<file path="src/rtl/fetch_unit.sv">
// ---------------------------------------------------------------------------
// fetch_unit
//
// Decoupled instruction-fetch stage. It issues word-aligned fetch requests
// over a valid/ready memory interface and keeps up to DEPTH requests in
// flight. Returning instructions land in a DEPTH-entry ring that feeds decode.
// A redirect from the branch unit does three things:
//   - restarts fetch at the new PC,
//   - flushes the ring,
//   - counts the responses still outstanding so that they are discarded when
//     they arrive.
//
// Parameters
//   XLEN     : PC / address width
//   DEPTH    : ring entries (power of two, >= 2); also bounds queued +
//              in-flight + to-be-dropped requests
//   RESET_PC : first fetch address after reset
//
// Ports
//   clk, rst_n       : clock, asynchronous active-low reset
//   imem_req_*       : fetch request (valid/ready, word address)
//   imem_rsp_*       : in-order response; memory never back-pressures it
//   redirect_valid/pc: flush and restart fetch at redirect_pc (bits [1:0] ignored)
//   id_valid/ready   : head instruction handshake towards decode
//   id_instr, id_pc  : head instruction word and its PC
// ---------------------------------------------------------------------------
module fetch_unit #(
    parameter int              XLEN     = 32,
    parameter int              DEPTH    = 4,
    parameter logic [XLEN-1:0] RESET_PC = '0
) (
    input  logic            clk,
    input  logic            rst_n,
    output logic            imem_req_valid,
    input  logic            imem_req_ready,
    output logic [XLEN-1:0] imem_req_addr,
    input  logic            imem_rsp_valid,
    input  logic [31:0]     imem_rsp_data,
    input  logic            redirect_valid,
    input  logic [XLEN-1:0] redirect_pc,
    output logic            id_valid,
    input  logic            id_ready,
    output logic [31:0]     id_instr,
    output logic [XLEN-1:0] id_pc
);

    localparam int AW = $clog2(DEPTH);
    localparam int PW = AW + 1;
    localparam logic [PW-1:0] DEPTH_P = PW'(DEPTH);
    localparam logic [PW-1:0] ONE_P   = PW'(1);

    // Architectural state
    logic [XLEN-1:0] fetch_pc_reg;
    logic [PW-1:0]   alloc_reg;
    logic [PW-1:0]   fill_reg;
    logic [PW-1:0]   read_reg;
    logic [PW-1:0]   drop_cnt_reg;
    // Keeps imem_req_valid low while in reset without routing rst_n
    // combinationally to an output. It rises on the first clock edge after
    // reset is released.
    logic            run_reg;

    logic [XLEN-1:0] pc_mem    [DEPTH];
    logic [31:0]     instr_mem [DEPTH];

    logic [PW-1:0] used;
    logic [PW-1:0] inflight;
    logic [PW-1:0] occupancy;
    logic [PW-1:0] drop_on_redirect;
    logic [AW-1:0] alloc_idx;
    logic [AW-1:0] fill_idx;
    logic [AW-1:0] read_idx;
    logic          req_fire;
    logic          rsp_fire;
    logic          rsp_drop;
    logic          rsp_accept;
    logic          id_fire;
    logic          unused_redirect_lsbs;

    // Occupancy never exceeds DEPTH, so PW-bit modular arithmetic is exact.
    assign used      = alloc_reg - read_reg;
    assign inflight  = alloc_reg - fill_reg;
    assign occupancy = used + drop_cnt_reg;

    assign alloc_idx = alloc_reg[AW-1:0];
    assign fill_idx  = fill_reg[AW-1:0];
    assign read_idx  = read_reg[AW-1:0];

    assign imem_req_valid = run_reg && (occupancy < DEPTH_P);
    assign imem_req_addr  = fetch_pc_reg;

    assign req_fire   = imem_req_valid && imem_req_ready;
    assign rsp_fire   = imem_rsp_valid;
    assign rsp_drop   = rsp_fire && (drop_cnt_reg != '0);
    assign rsp_accept = rsp_fire && (drop_cnt_reg == '0);

    assign id_valid = (fill_reg != read_reg);
    assign id_instr = instr_mem[read_idx];
    assign id_pc    = pc_mem[read_idx];
    assign id_fire  = id_valid && id_ready;

    // Count every response that is still owed by memory, so none of them
    // reaches the flushed queue. This covers:
    //   - responses already promised as drops (drop_cnt_reg),
    //   - live in-flight requests (inflight),
    //   - a request accepted in this cycle,
    // minus any response that arrives in this cycle.
    assign drop_on_redirect = drop_cnt_reg + inflight
                            + (req_fire ? ONE_P : '0)
                            - (rsp_fire ? ONE_P : '0);

    assign unused_redirect_lsbs = ^redirect_pc[1:0];

    // Pointer, drop counter and fetch PC state
    always_ff @(posedge clk or negedge rst_n) begin
        if (!rst_n) begin
            fetch_pc_reg <= RESET_PC;
            alloc_reg    <= '0;
            fill_reg     <= '0;
            read_reg     <= '0;
            drop_cnt_reg <= '0;
            run_reg      <= 1'b0;
        end else begin
            run_reg <= 1'b1;
            if (redirect_valid) begin
                fetch_pc_reg <= {redirect_pc[XLEN-1:2], 2'b00};
                alloc_reg    <= '0;
                fill_reg     <= '0;
                read_reg     <= '0;
                drop_cnt_reg <= drop_on_redirect;
            end else begin
                if (req_fire) begin
                    fetch_pc_reg <= fetch_pc_reg + XLEN'(4);
                    alloc_reg    <= alloc_reg + ONE_P;
                end
                if (rsp_accept) begin
                    fill_reg <= fill_reg + ONE_P;
                end
                if (rsp_drop) begin
                    drop_cnt_reg <= drop_cnt_reg - ONE_P;
                end
                if (id_fire) begin
                    read_reg <= read_reg + ONE_P;
                end
            end
        end
    end

    // Entry storage. Writes during a redirect cycle are harmless because the
    // pointers are realigned in the same cycle, so those entries are never
    // read.
    always_ff @(posedge clk or negedge rst_n) begin
        if (!rst_n) begin
            for (int i = 0; i < DEPTH; i++) begin
                pc_mem[i]    <= '0;
                instr_mem[i] <= '0;
            end
        end else begin
            if (req_fire) begin
                pc_mem[alloc_idx] <= fetch_pc_reg;
            end
            if (rsp_accept) begin
                instr_mem[fill_idx] <= imem_rsp_data;
            end
        end
    end

    // A response needs either a live request or an expected drop behind it.
    a_rsp_has_owner: assert property (@(posedge clk) disable iff (!rst_n)
        imem_rsp_valid |-> (drop_cnt_reg != '0 || inflight != '0));

endmodule

</file>
<file path="config.mk">
export PLATFORM = sky130hd
export DESIGN_NAME = fetch_unit
export DESIGN_NICKNAME = d
export VERILOG_FILES = /design/src/rtl/fetch_unit.sv
export SDC_FILE = /design/constraint.sdc
export NUM_CORES = 1
export LEC_CHECK = 0
export ABC_CLOCK_PERIOD_IN_PS = 4600
export CAP_MARGIN = 25
export CORE_MARGIN = 10
export CORE_UTILIZATION = 44
export CTS_BUF_LIST = sky130_fd_sc_hd__clkbuf_8
export DETAILED_ROUTE_END_ITERATION = 10
export PLACE_DENSITY = 0.71
export SYNTH_ARGS = -nofsm -noshare
export SYNTH_HDL_FRONTEND = slang
export SYNTH_SLANG_ARGS = --single-unit
</file>
<file path="constraint.sdc">
create_clock -name clk -period 4.6 [get_ports clk]
set_input_delay 0.92 -clock clk [delete_from_list [all_inputs] [get_ports clk]]
set_output_delay 0.92 -clock clk [all_outputs]
set_load 0.05 [all_outputs]
</file>
## Word-level counts from Yosys, hierarchy flattened

Cells that the tools add are included.

- Input bits: 70
- Flip-flop bits (word level): 301
- Output and inout bits: 98
- Logic and storage cells: 72

- Equal/unequal tests: 1
- Bitwise logic cells: 3
- Magnitude comparators: 6
- Reduce and logical (&&, ||, !) cells: 13
- Add/sub/neg operators: 11
- Mux-type cells: 24

Operators with widths:

| kind | number |
|---|---|
| 128-bit bitwise mux | 2 |
| 32-bit two-way mux | 8 |
| 32-bit binary-select mux with 2-bit select | 2 |
| 32-bit demux with 2-bit select | 2 |
| 32-bit by 3-bit adder with 32-bit output, second input constant | 1 |
| 3-bit two-way mux | 8 |
| 3-bit by 1-bit adder with 3-bit output, second input constant | 3 |
| 3-bit greater-or-equal comparator, second input constant | 3 |
| 2-bit NOT with 3-bit output | 3 |
| 2-bit nonzero test | 4 |
| 1-bit logical AND | 7 |
| 3-bit adder | 2 |
| 3-bit by 1-bit < comparator with 1-bit output, second input constant | 2 |
| 3-bit subtractor | 2 |
| 3-bit by 1-bit adder with 3-bit output | 1 |
| 3-bit logical NOT | 1 |
| 3-bit < comparator, second input constant | 1 |
| 3-bit inequality test | 1 |
| 3-bit nonzero test | 1 |
| 3-bit by 1-bit subtractor with 3-bit output | 1 |
| 3-bit by 1-bit subtractor with 3-bit output, second input constant | 1 |
| 1-bit two-way mux | 2 |

## Longest topological paths before layout

Gate-level depths: netlist (run 1).

- Depth after elaboration: 9
- Mapped depth: 15
- Mapped depth without buffers: 14

## Least setup slack after synthesis (run 1)

OpenSTA, ideal clock, no wires.

- Path type: reg-to-reg
- Start point: register alloc_reg[1]
- End point: register drop_cnt_reg[2]
- Path slack: 934 ps
- Path buffers: 1
- Cell stages (with the launch flop): 16
- Period minus slack after synthesis: 3,666 ps
- Arrival: 3,543 ps
- Required time: 4,476 ps
- Setup time: 124 ps
- Path through: dfrtp_1 -> inv_1 -> fa_1 -> inv_1 -> ha_1 -> and3b_1 -> o21ba_2 -> mux2i_1 -> inv_1 -> buf_4 -> fa_1 -> fa_1 -> xnor2_1 -> xnor2_1 -> a21oi_1 -> xnor2_1

- Cells in the longest elaborated chain, start to end: 9
- Elaborated cells on any way between the ends: 11
- Classes of those cells: add/sub: 6; order compare: 1; mux: 2; reduce/logical: 2

RTL lines:

| element | line | source |
|---|---|---|
| start: declaration | 54 | `logic [PW-1:0] alloc_reg;` |
| start signal: assignment | 134 | `alloc_reg <= alloc_reg + ONE_P;` |
| 3-bit subtractor | 81 | `assign used = alloc_reg - read_reg;` |
| 3-bit adder | 83 | `assign occupancy = used + drop_cnt_reg;` |
| 3-bit < comparator | 89 | `assign imem_req_valid = run_reg && (occupancy < DEPTH_P);` |
| 1-bit logical AND | 89 |  |
| 1-bit logical AND | 92 | `assign req_fire = imem_req_valid && imem_req_ready;` |
| 1-bit two-way mux | 109 | `+ (req_fire ? ONE_P : '0)` |
| 3-bit by 1-bit adder with 3-bit output (*) | 109 |  |
| 3-bit by 1-bit subtractor with 3-bit output (*) | 110 | `- (rsp_fire ? ONE_P : '0);` |
| 3-bit two-way mux (*) | 125 | `if (redirect_valid) begin` |
| end signal: assignment | 130 | `drop_cnt_reg <= drop_on_redirect;` |
| end signal: assignment | 140 | `drop_cnt_reg <= drop_cnt_reg - ONE_P;` |
| end: declaration | 57 | `logic [PW-1:0] drop_cnt_reg;` |

Every way passes the cells marked *; elsewhere a longest branch is shown, timed or not.
A chain may end at the register's enable or synchronous reset.

## Final worst setup path (run 1)

- Start point: register alloc_reg[1]
- End point: output imem_req_valid

- Cells in the longest elaborated chain, start to end: 4

RTL lines:

| element | line | source |
|---|---|---|
| 3-bit subtractor | 81 |  |
| 3-bit adder | 83 |  |
| 3-bit < comparator | 89 |  |
| 1-bit logical AND | 89 |  |
| end: declaration | 34 | `output logic imem_req_valid,` |

No other way between the ends.

==> flow_metrics.env, run 1 <==
export IMPL_htree_levels=2
export IMPL_crit_path_end_kind="primary output"
export IMPL_finalHoldViolCount=0
export IMPL_top_register="instr_mem"
export IMPL_switching_share_pct=39.0
export IMPL_synth_edf_count=0
export IMPL_async_flop_share_pct=100
export IMPL_min_period_over_period_pct=94.6
export IMPL_multi_input_area_sq_um=5920
export IMPL_postCtsHoldBufs=0
export IMPL_critPathArrivalTime_ns=3.43
export IMPL_grt_pass1_wl_mm=50.3
export IMPL_crit_required_ns=3.68
export IMPL_clkTransAtPathRegs_ns=0.06
export IMPL_vias=8595
export IMPL_ir_worst_vdd_uv=396
export IMPL_rrSetupSlack_ns=0.81
export IMPL_p_seq_share_pct=34.6
export IMPL_dp_hpwl_mm=20.2
export IMPL_cts_buffer_depth=3
export IMPL_pre_cts_slack_ns=0.593
export IMPL_leakage_nw=7.31
export IMPL_syn_area_sq_um=13600
export IMPL_cts_setup_buffers=0
export IMPL_synth_xor_area_share_pct=1.10
export IMPL_synthMuxAreaShare_pct=30.7
export IMPL_synthCells=948
export IMPL_synth_top_flop_cell="dfrtp_1"
export IMPL_p_int_mw=6.59
export IMPL_fin_worst_skew_ns=0.0278
export IMPL_placementRows=64
export IMPL_power_density_nw_per_um2=654
export IMPL_ff_latch_area_sq_um=7290
export IMPL_power_mw=10.8
export IMPL_synthMostInstantiatedCell="dfrtp_1"
export IMPL_first_iter_violations=350
export IMPL_worstPathMaxFanout=5
export IMPL_synth_area_top_cells="dfrtp_1 (54%), mux2_2 (19%), mux4_2 (10%)"
export IMPL_grt_max_degree=108
export IMPL_start_kind="flip-flop"
export IMPL_cts_root_buf="clkbuf_8"
export IMPL_grt_pass1_vias=8913
export IMPL_status="finished clean"
export IMPL_coreArea_sq_um=30500
export IMPL_slew_violations=0
export IMPL_min_path_type="input pin to asynchronous set/reset pin"
export IMPL_synth_simple_area_share_pct=5.65
export IMPL_finalSetupViolCount=0
export IMPL_cts_tree="done"
export IMPL_ant_nets=0
export IMPL_synthToLayoutAreaGrowth_pct=21.6
export IMPL_critPathKind="flip-flop to primary output"
export IMPL_diodes=0
export IMPL_largest_register_ff_count=128
export IMPL_gp_congestion=0.764
export IMPL_avgSynthCellArea_sq_um=14.3
export IMPL_initial_core_util_pct=44.5
export IMPL_synth_fa_ha_area_share_pct=2.17
export IMPL_worst_slew_pin_slew_ns=1.08
export IMPL_fillCellCount=2540
export IMPL_slew_headroom_pct=27.4
export IMPL_ys_ff_latch=291
export IMPL_drc=0
export IMPL_synth_largest_area_cell="dfrtp_1"
export IMPL_layout_min_cycle_time_ns=4.35
export IMPL_ios=168
export IMPL_clk_latency_ns=0.57
export IMPL_seq_area_frac_synth_pct=53.6
export IMPL_pwr_share_clk_pct=20.4
export IMPL_grt_setup_unrepaired="no"
export IMPL_ctsResizeCount=0
export IMPL_yosys_area_top_type_share_pct=53.6
export IMPL_finalWorstSetupSlack_ns=0.248
export IMPL_nets=1197
export IMPL_die_w_um=196
export IMPL_finalWirelength_mm=31.6
export IMPL_p_switching_mw=4.21
export IMPL_gr_total_overflow=0
export IMPL_cts_sinks=291
export IMPL_comb_power_share_pct=45.0
export IMPL_final_util_pct=54.1
export IMPL_setup_tns_ns=0
export IMPL_cts_buffers=48
export IMPL_die_area_sq_um=38300
export IMPL_ys_warn_count=0
export IMPL_synth_compound_area_share_pct=3.72
export IMPL_drt_first_pass_iters=4
export IMPL_drive_above_1_share_pct=33.5
export IMPL_yosysUniqueCellTypes=45
export IMPL_dieHeight_um=196
export IMPL_grt_usage_pct=16.2
export IMPL_wl_per_cell_um=20.6
export IMPL_numPortBuffers=161
export IMPL_clock_fmax_mhz=230
export IMPL_via_per_inst=5.58
export IMPL_antenna_found_initial=1
export IMPL_synth_commonest_cells="dfrtp_1 (291), mux2_2 (228), mux4_2 (62)"
export IMPL_drv_cap=0
export IMPL_synth_top_family_by_area="multiplexers"
==> cells by family (layout without fill, tap and decap cells) <==
group                    count (synthesis)  count (layout)
multiplexers                           309             309
flip-flops                             291             291
AND/OR/NAND/NOR                        142             142
buffers and inverters                   93             285
AO/OA/AOI/OAI                           74              74
adder cells (fa/ha/maj)                 20              20
XOR/XNOR                                17              17
other                                    2               5
==> worst max-delay path, stage by stage, from the launching register on <==
cell	delay, ns
dfrtp_1	0.46
inv_1	0.13
fa_1	0.55
inv_1	0.04
ha_1	0.27
and3b_1	0.20
or3_1	0.30
and3_1	0.22
clkdlybuf4s50_1	0.71
==> layer usage <==
metal  wire [um]  vias to the layer above  GRT usage [%]
met3        1940                       47           4.28
li1            -                     3856              -
met1       13500                     4486           20.5
met5           9                        -              0
met4         560                        2           4.47
met2       15600                      204           27.1
==> final cells by class <==
type,count,share of cell area [%]
inverter,19,0.432
timing repair buffer,180,10.8
multi-input combinational,567,35.9
sequential,291,44.1
clock inverter,25,0.682
clock buffer,61,5.08
tap,396,3.00
==> cell usage in the layout (no fill, tap or decap), drive strengths merged, types with 19 or more instances in the layout <==
cell	count
clkbuf	61
dfrtp	291
o31ai	19
mux2	246
nand2	27
a31oi	20
nor2	29
clkdlybuf4s50	160
mux4	62
or4	19
buf	20
inv	40
==> through the flow <==
step	area (sq um)	instances	hold WS, ns
floorplan	13600	951	0.459
global placement	15600	1453	0.469
detailed placement	15600	1453	0.479
CTS	16500	1539	0.365
global route	16500	1539	0.396
finish	16500	1539	0.386
==> final timing paths <==
| kind | cells after the start | end | startpoint |
|---|---|---|---|
| min | 1 | pc_mem[30]$_DFFE_PN0P_ | rst_n |
| min in group clk | 1 | pc_mem[55]$_DFFE_PN0P_ | pc_mem[55]$_DFFE_PN0P_ |
| min reg2reg | 1 | pc_mem[55]$_DFFE_PN0P_ | pc_mem[55]$_DFFE_PN0P_ |
| max in group asynchronous | 2 | instr_mem[74]$_DFFE_PN0P_ | rst_n |
| max reg2reg | 14 | drop_cnt_reg[2]$_DFFE_PN0P_ | alloc_reg[1]$_DFFE_PN0N_ |
| max | 8 | imem_req_valid | alloc_reg[1]$_DFFE_PN0N_ |
==> power groups by stage <==
stage	combinational (mW)	clock [mW]	sequential (mW)
detailed placement	4.93	0	3.77
global route	5.17	2.40	3.82
CTS	4.94	2.29	3.73
finish	4.86	2.21	3.73
global placement	4.86	0	3.73
floorplan	3.48	0	3.70
No activity file was read; power rests on OpenSTA's default activity.
==> run 2, diff against run 1 <==
--- a/config.mk
+++ b/config.mk
@@ -7,7 +7,6 @@
 export LEC_CHECK = 0
 export ABC_CLOCK_PERIOD_IN_PS = 4600
 export CAP_MARGIN = 25
-export CORE_MARGIN = 10
 export CORE_UTILIZATION = 44
 export CTS_BUF_LIST = sky130_fd_sc_hd__clkbuf_8
 export DETAILED_ROUTE_END_ITERATION = 10
==> flow_metrics.env, run 2 (synthesis results as in run 1) <==
export IMPL_die_w_um=178
export IMPL_drc=0
export IMPL_pre_cts_slack_ns=0.548
export IMPL_grt_usage_pct=19.8
export IMPL_clock_fmax_mhz=231
export IMPL_wl_per_cell_um=19.5
export IMPL_diodes=0
export IMPL_status="finished clean"
export IMPL_ios=168
export IMPL_layout_common_cells="dfrtp_1 (289), mux2_2 (228), clkdlybuf4s50_1 (160)"
export IMPL_ctsResizeCount=0
export IMPL_placementRows=63
export IMPL_gr_total_overflow=0
export IMPL_critPathArrivalTime_ns=3.42
export IMPL_initial_core_util_pct=45.2
export IMPL_p_switching_mw=4.17
export IMPL_clkTransAtPathRegs_ns=0.06
export IMPL_grt_setup_unrepaired="no"
export IMPL_min_period_over_period_pct=94.3
export IMPL_clk_latency_ns=0.58
export IMPL_worstPathMaxFanout=5
export IMPL_first_iter_violations=435
export IMPL_setup_tns_ns=0
export IMPL_antenna_found_initial=1
export IMPL_gp_congestion=0.774
export IMPL_finalSetupViolCount=0
export IMPL_cts_root_buf="clkbuf_8"
export IMPL_synthToLayoutAreaGrowth_pct=22.0
export IMPL_cts_sinks=291
export IMPL_slew_violations=0
export IMPL_worst_slew_pin_slew_ns=1.06
export IMPL_p_seq_share_pct=34.5
export IMPL_crit_required_ns=3.68
export IMPL_rr_endpoint="drop_cnt_reg[2]$_DFFE_PN0P_"
export IMPL_postCtsHoldBufs=0
export IMPL_finalWirelength_mm=29.9
export IMPL_grt_pass1_vias=8886
export IMPL_critPathKind="flip-flop to primary output"
export IMPL_dpl_cell_count=1450
export IMPL_slew_headroom_pct=29.2
export IMPL_coreArea_sq_um=30000
export IMPL_rrSetupSlack_ns=1.05
export IMPL_rr_startpoint="alloc_reg[1]$_DFFE_PN0N_"
export IMPL_drv_cap=0
export IMPL_nets=1200
export IMPL_vias=8499
export IMPL_numPortBuffers=161
export IMPL_grt_pass1_wl_mm=48.8
export IMPL_start_kind="flip-flop"
export IMPL_min_path_type="input pin to asynchronous set/reset pin"
export IMPL_cts_setup_buffers=0
export IMPL_finalHoldViolCount=0
export IMPL_finalWorstSetupSlack_ns=0.263
export IMPL_cts_buffers=48
export IMPL_ant_nets=0
export IMPL_power_density_nw_per_um2=651
export IMPL_rr_worst_depth=14
export IMPL_grt_max_degree=123
export IMPL_dp_hpwl_mm=18.4
export IMPL_dieHeight_um=178
export IMPL_timing_hold_ws_ns=0.446
export IMPL_switching_share_pct=38.7
export IMPL_leakage_nw=7.33
export IMPL_die_area_sq_um=31600
export IMPL_finalNonFillerCells=1535
export IMPL_cts_buffer_depth=3
export IMPL_fin_worst_skew_ns=0.0287
export IMPL_cts_tree="done"
export IMPL_crit_path_end_kind="primary output"
export IMPL_largest_register_ff_count=128
export IMPL_p_int_mw=6.61
export IMPL_drt_first_pass_iters=5
export IMPL_crit_path_start="alloc_reg[1]$_DFFE_PN0N_"
export IMPL_layout_min_cycle_time_ns=4.34
export IMPL_drive_above_1_share_pct=33.8
export IMPL_layout_commonest_cell="dfrtp_1"
export IMPL_top_register="instr_mem"
export IMPL_htree_levels=2
export IMPL_fillCellCount=2456
export IMPL_via_per_inst=5.54
export IMPL_pwr_share_clk_pct=20.6
export IMPL_ir_worst_vdd_uv=401
export IMPL_critPathCapture="imem_req_valid"
export IMPL_comb_power_share_pct=44.9
## run 2: cell types whose count changed in the layout (fill, tap and decap cells not counted)
| cell | before | now |
|---|---|---|
| buf_12 | 2 | 4 |
| buf_6 | 0 | 1 |
| clkinv_8 | 0 | 1 |
| inv_1 | 38 | 36 |
## run 2: per-layer routing
metal  up-vias  routed length [um]  track usage (%)
met2       177               14300             31.5
li1       3855                   -                -
met4         2                 495             5.34
met1      4423               13500             27.3
met5         -                  13                0
met3        42                1640             4.67
## run 2: worst max-delay path, stage by stage, from the launching register on
cell,delay [ns]
dfrtp_1,0.45
inv_1,0.13
fa_1,0.55
inv_1,0.04
ha_1,0.27
and3b_1,0.19
or3_1,0.30
and3_1,0.18
clkdlybuf4s50_1,0.74
## run 2: worst min-delay path by stage
stage / slack [ns] / end / cells after the start / start
final: 0.45 / pc_mem[27]$_DFFE_PN0P_ / 1 / rst_n
after global routing: 0.50 / pc_mem[59]$_DFFE_PN0P_ / 1 / rst_n
after CTS: 0.49 / pc_mem[40]$_DFFE_PN0P_ / 1 / pc_mem[40]$_DFFE_PN0P_
after detailed placement: 0.48 / pc_mem[40]$_DFFE_PN0P_ / 1 / pc_mem[40]$_DFFE_PN0P_
after global placement: 0.47 / pc_mem[51]$_DFFE_PN0P_ / 1 / pc_mem[51]$_DFFE_PN0P_
after floorplan: 0.46 / pc_mem[34]$_DFFE_PN0P_ / 1 / pc_mem[34]$_DFFE_PN0P_
## run 2: final cells by class
cell class	count	area [sq um]	share of cell area, %
sequential	291	7290	44.0
multi-input combinational	567	5920	35.8
timing repair buffer	183	1840	11.1
clock buffer	61	840	5.07
tap	390	488	2.95
clock inverter	24	121	0.733
inverter	19	71.3	0.430
## run 2: metrics by stage
stage / power (mW) / utilization, % / area [sq um]
floorplan: 7.18 / - / 13600
global placement: 8.55 / 51.9 / 15600
detailed placement: 8.65 / 52.0 / 15600
CTS: 10.9 / 55.2 / 16600
global route: 11.4 / 55.2 / 16600
finish: 10.8 / 55.2 / 16600
## run 2: power groups by stage
stage | Clock, mW | Sequential [mW] | Combinational (mW)
detailed placement | 0 | 3.76 | 4.89
global route | 2.42 | 3.82 | 5.13
finish | 2.22 | 3.72 | 4.85
floorplan | 0 | 3.70 | 3.48
global placement | 0 | 3.72 | 4.83
CTS | 2.30 | 3.72 | 4.91
==> run 3, diff against run 2 <==
--- a/config.mk
+++ b/config.mk
@@ -7,10 +7,13 @@
 export LEC_CHECK = 0
 export ABC_CLOCK_PERIOD_IN_PS = 4600
 export CAP_MARGIN = 25
+export CORE_MARGIN = 1.5
 export CORE_UTILIZATION = 44
 export CTS_BUF_LIST = sky130_fd_sc_hd__clkbuf_8
 export DETAILED_ROUTE_END_ITERATION = 10
 export PLACE_DENSITY = 0.71
+export SETUP_SLACK_MARGIN = 0.15
 export SYNTH_ARGS = -nofsm -noshare
 export SYNTH_HDL_FRONTEND = slang
 export SYNTH_SLANG_ARGS = --single-unit
+export TNS_END_PERCENT = 1
==> flow_metrics.env, run 3 (synthesis results as in run 1) <==
export IMPL_top_register="instr_mem"
export IMPL_grt_pass1_vias=8879
export IMPL_crit_path_start="read_reg[1]$_DFFE_PN0P_"
export IMPL_initial_core_util_pct=44.5
export IMPL_wl_per_cell_um=19.7
export IMPL_status="finished clean"
export IMPL_wl_met3_mm=1.79
export IMPL_cts_root_buf="clkbuf_8"
export IMPL_crit_chain="buf_4, mux4_2, clkdlybuf4s50_1"
export IMPL_clk_latency_ns=0.58
export IMPL_numPortBuffers=161
export IMPL_drc=0
export IMPL_coreArea_sq_um=30500
export IMPL_placementRows=64
export IMPL_die_area_sq_um=31900
export IMPL_cts_sinks=291
export IMPL_gp_congestion=0.741
export IMPL_drive_above_1_share_pct=33.9
export IMPL_slew_headroom_pct=26.7
export IMPL_first_iter_violations=529
export IMPL_clock_fmax_mhz=252
export IMPL_grt_setup_unrepaired="no"
export IMPL_final_util_pct=54.5
export IMPL_drt_first_pass_iters=4
export IMPL_critPathArrivalTime_ns=3.05
export IMPL_layout_min_cycle_time_ns=3.97
export IMPL_grt_pass1_wl_mm=48.3
export IMPL_ant_nets=0
export IMPL_synthToLayoutAreaGrowth_pct=22.5
export IMPL_cts_buffers=50
export IMPL_nets=1200
export IMPL_crit_required_ns=3.68
export IMPL_largest_register_ff_count=128
export IMPL_grt_usage_pct=19.4
export IMPL_clkTransAtPathRegs_ns=0.06
export IMPL_layout_commonest_cell="dfrtp_1"
export IMPL_max_stage_delay_ns=0.86
export IMPL_slew_violations=0
export IMPL_rr_startpoint="alloc_reg[1]$_DFFE_PN0N_"
export IMPL_met1_length_mm=12.8
export IMPL_antenna_found_initial=2
export IMPL_finalSetupViolCount=0
export IMPL_drv_cap=0
export IMPL_leakage_nw=7.39
export IMPL_ir_worst_vdd_uv=399
export IMPL_layout_common_cells="dfrtp_1 (289), mux2_2 (228), clkdlybuf4s50_1 (159)"
export IMPL_htree_levels=2
export IMPL_start_kind="flip-flop"
export IMPL_dp_hpwl_mm=18.7
export IMPL_critPathKind="flip-flop to primary output"
export IMPL_finalWirelength_mm=30.5
export IMPL_ios=168
export IMPL_fin_worst_skew_ns=0.0239
export IMPL_worstPathMaxFanout=65
export IMPL_cts_setup_buffers=0
export IMPL_finalHoldViolCount=0
export IMPL_die_w_um=179
export IMPL_min_period_over_period_pct=86.4
export IMPL_via_per_inst=5.53
export IMPL_setup_tns_ns=0
export IMPL_cp_slowest_cell="clkdlybuf4s50_1"
export IMPL_cts_tree="done"
export IMPL_min_path_type="input pin to asynchronous set/reset pin"
export IMPL_dieHeight_um=179
export IMPL_gr_total_overflow=0
export IMPL_dr_wl_met2_mm=15.0
export IMPL_worst_slew_pin_slew_ns=1.10
export IMPL_grt_max_degree=98
export IMPL_vias=8563
export IMPL_power_density_nw_per_um2=658
export IMPL_fillCellCount=2521
export IMPL_highest_layer="met5"
export IMPL_crit_path_end_kind="primary output"
export IMPL_cts_buffer_depth=3
[run 3: per-stage QoR]
stage / instances / hold WS (ns) / power [mW] / area [sq um] / setup WS [ns]
final: 1548 / 0.386 / 10.9 / 16600 / 0.627
after global routing: 1548 / 0.434 / 11.5 / 16600 / 0.479
after CTS: 1547 / 0.400 / 11.1 / 16600 / 0.179
after detailed placement: 1454 / 0.475 / 8.64 / 15600 / 0.552
after global placement: 1454 / 0.468 / 8.52 / 15600 / 0.571
after floorplan: 951 / 0.459 / 7.18 / 13600 / 0.934
[run 3: path summary, 6_finish.rpt]
check | endpoint | slack [ns] | cells after the start
max in group asynchronous | instr_mem[106]$_DFFE_PN0P_ | 3.16 | 2
min reg2reg | pc_mem[34]$_DFFE_PN0P_ | 0.48 | 1
min in group clk | pc_mem[34]$_DFFE_PN0P_ | 0.48 | 1
max | id_pc[3] | 0.63 | 3
min | instr_mem[7]$_DFFE_PN0P_ | 0.39 | 1
max reg2reg | drop_cnt_reg[2]$_DFFE_PN0P_ | 1.01 | 14
[run 3: critical path: cells and delay by family (launching register included)]
kind | cells | cell delay, ns
buffers and inverters | 2 | 1.71
multiplexers | 1 | 0.38
flip-flops | 1 | 0.37
[run 3: repair_timing]
action	CTS	global route
endpoints found under the setup margin	0	1
gates resized for setup	0	1
hold buffers	0	0
[run 3: where the power goes]
| group | internal (mW) | total (mW) | switching, mW | leakage [nW] |
|---|---|---|---|---|
| combinational | 2.10 | 4.83 | 2.73 | 3.01 |
| clock | 1.32 | 2.39 | 1.07 | 0.619 |
| sequential | 3.30 | 3.73 | 0.428 | 3.76 |
| total | 6.73 | 10.9 | 4.22 | 7.39 |
[run 3: layout make-up]
class,count,area (sq um),area share (%)
Antenna cell,1,2.50,0.0150
Clock buffer,61,840,5.05
Clock inverter,32,200,1.20
Inverter,19,71.3,0.429
Multi-Input combinational cell,567,5920,35.6
Sequential cell,291,7290,43.8
Tap cell,396,495,2.98
Timing Repair Buffer,181,1820,10.9
[run 3: routing by layer]
metal,global-route usage (%),vias up
met2,31.9,201
met5,0,-
met1,25.4,4440
li1,-,3861
met4,6.56,2
met3,4.37,59
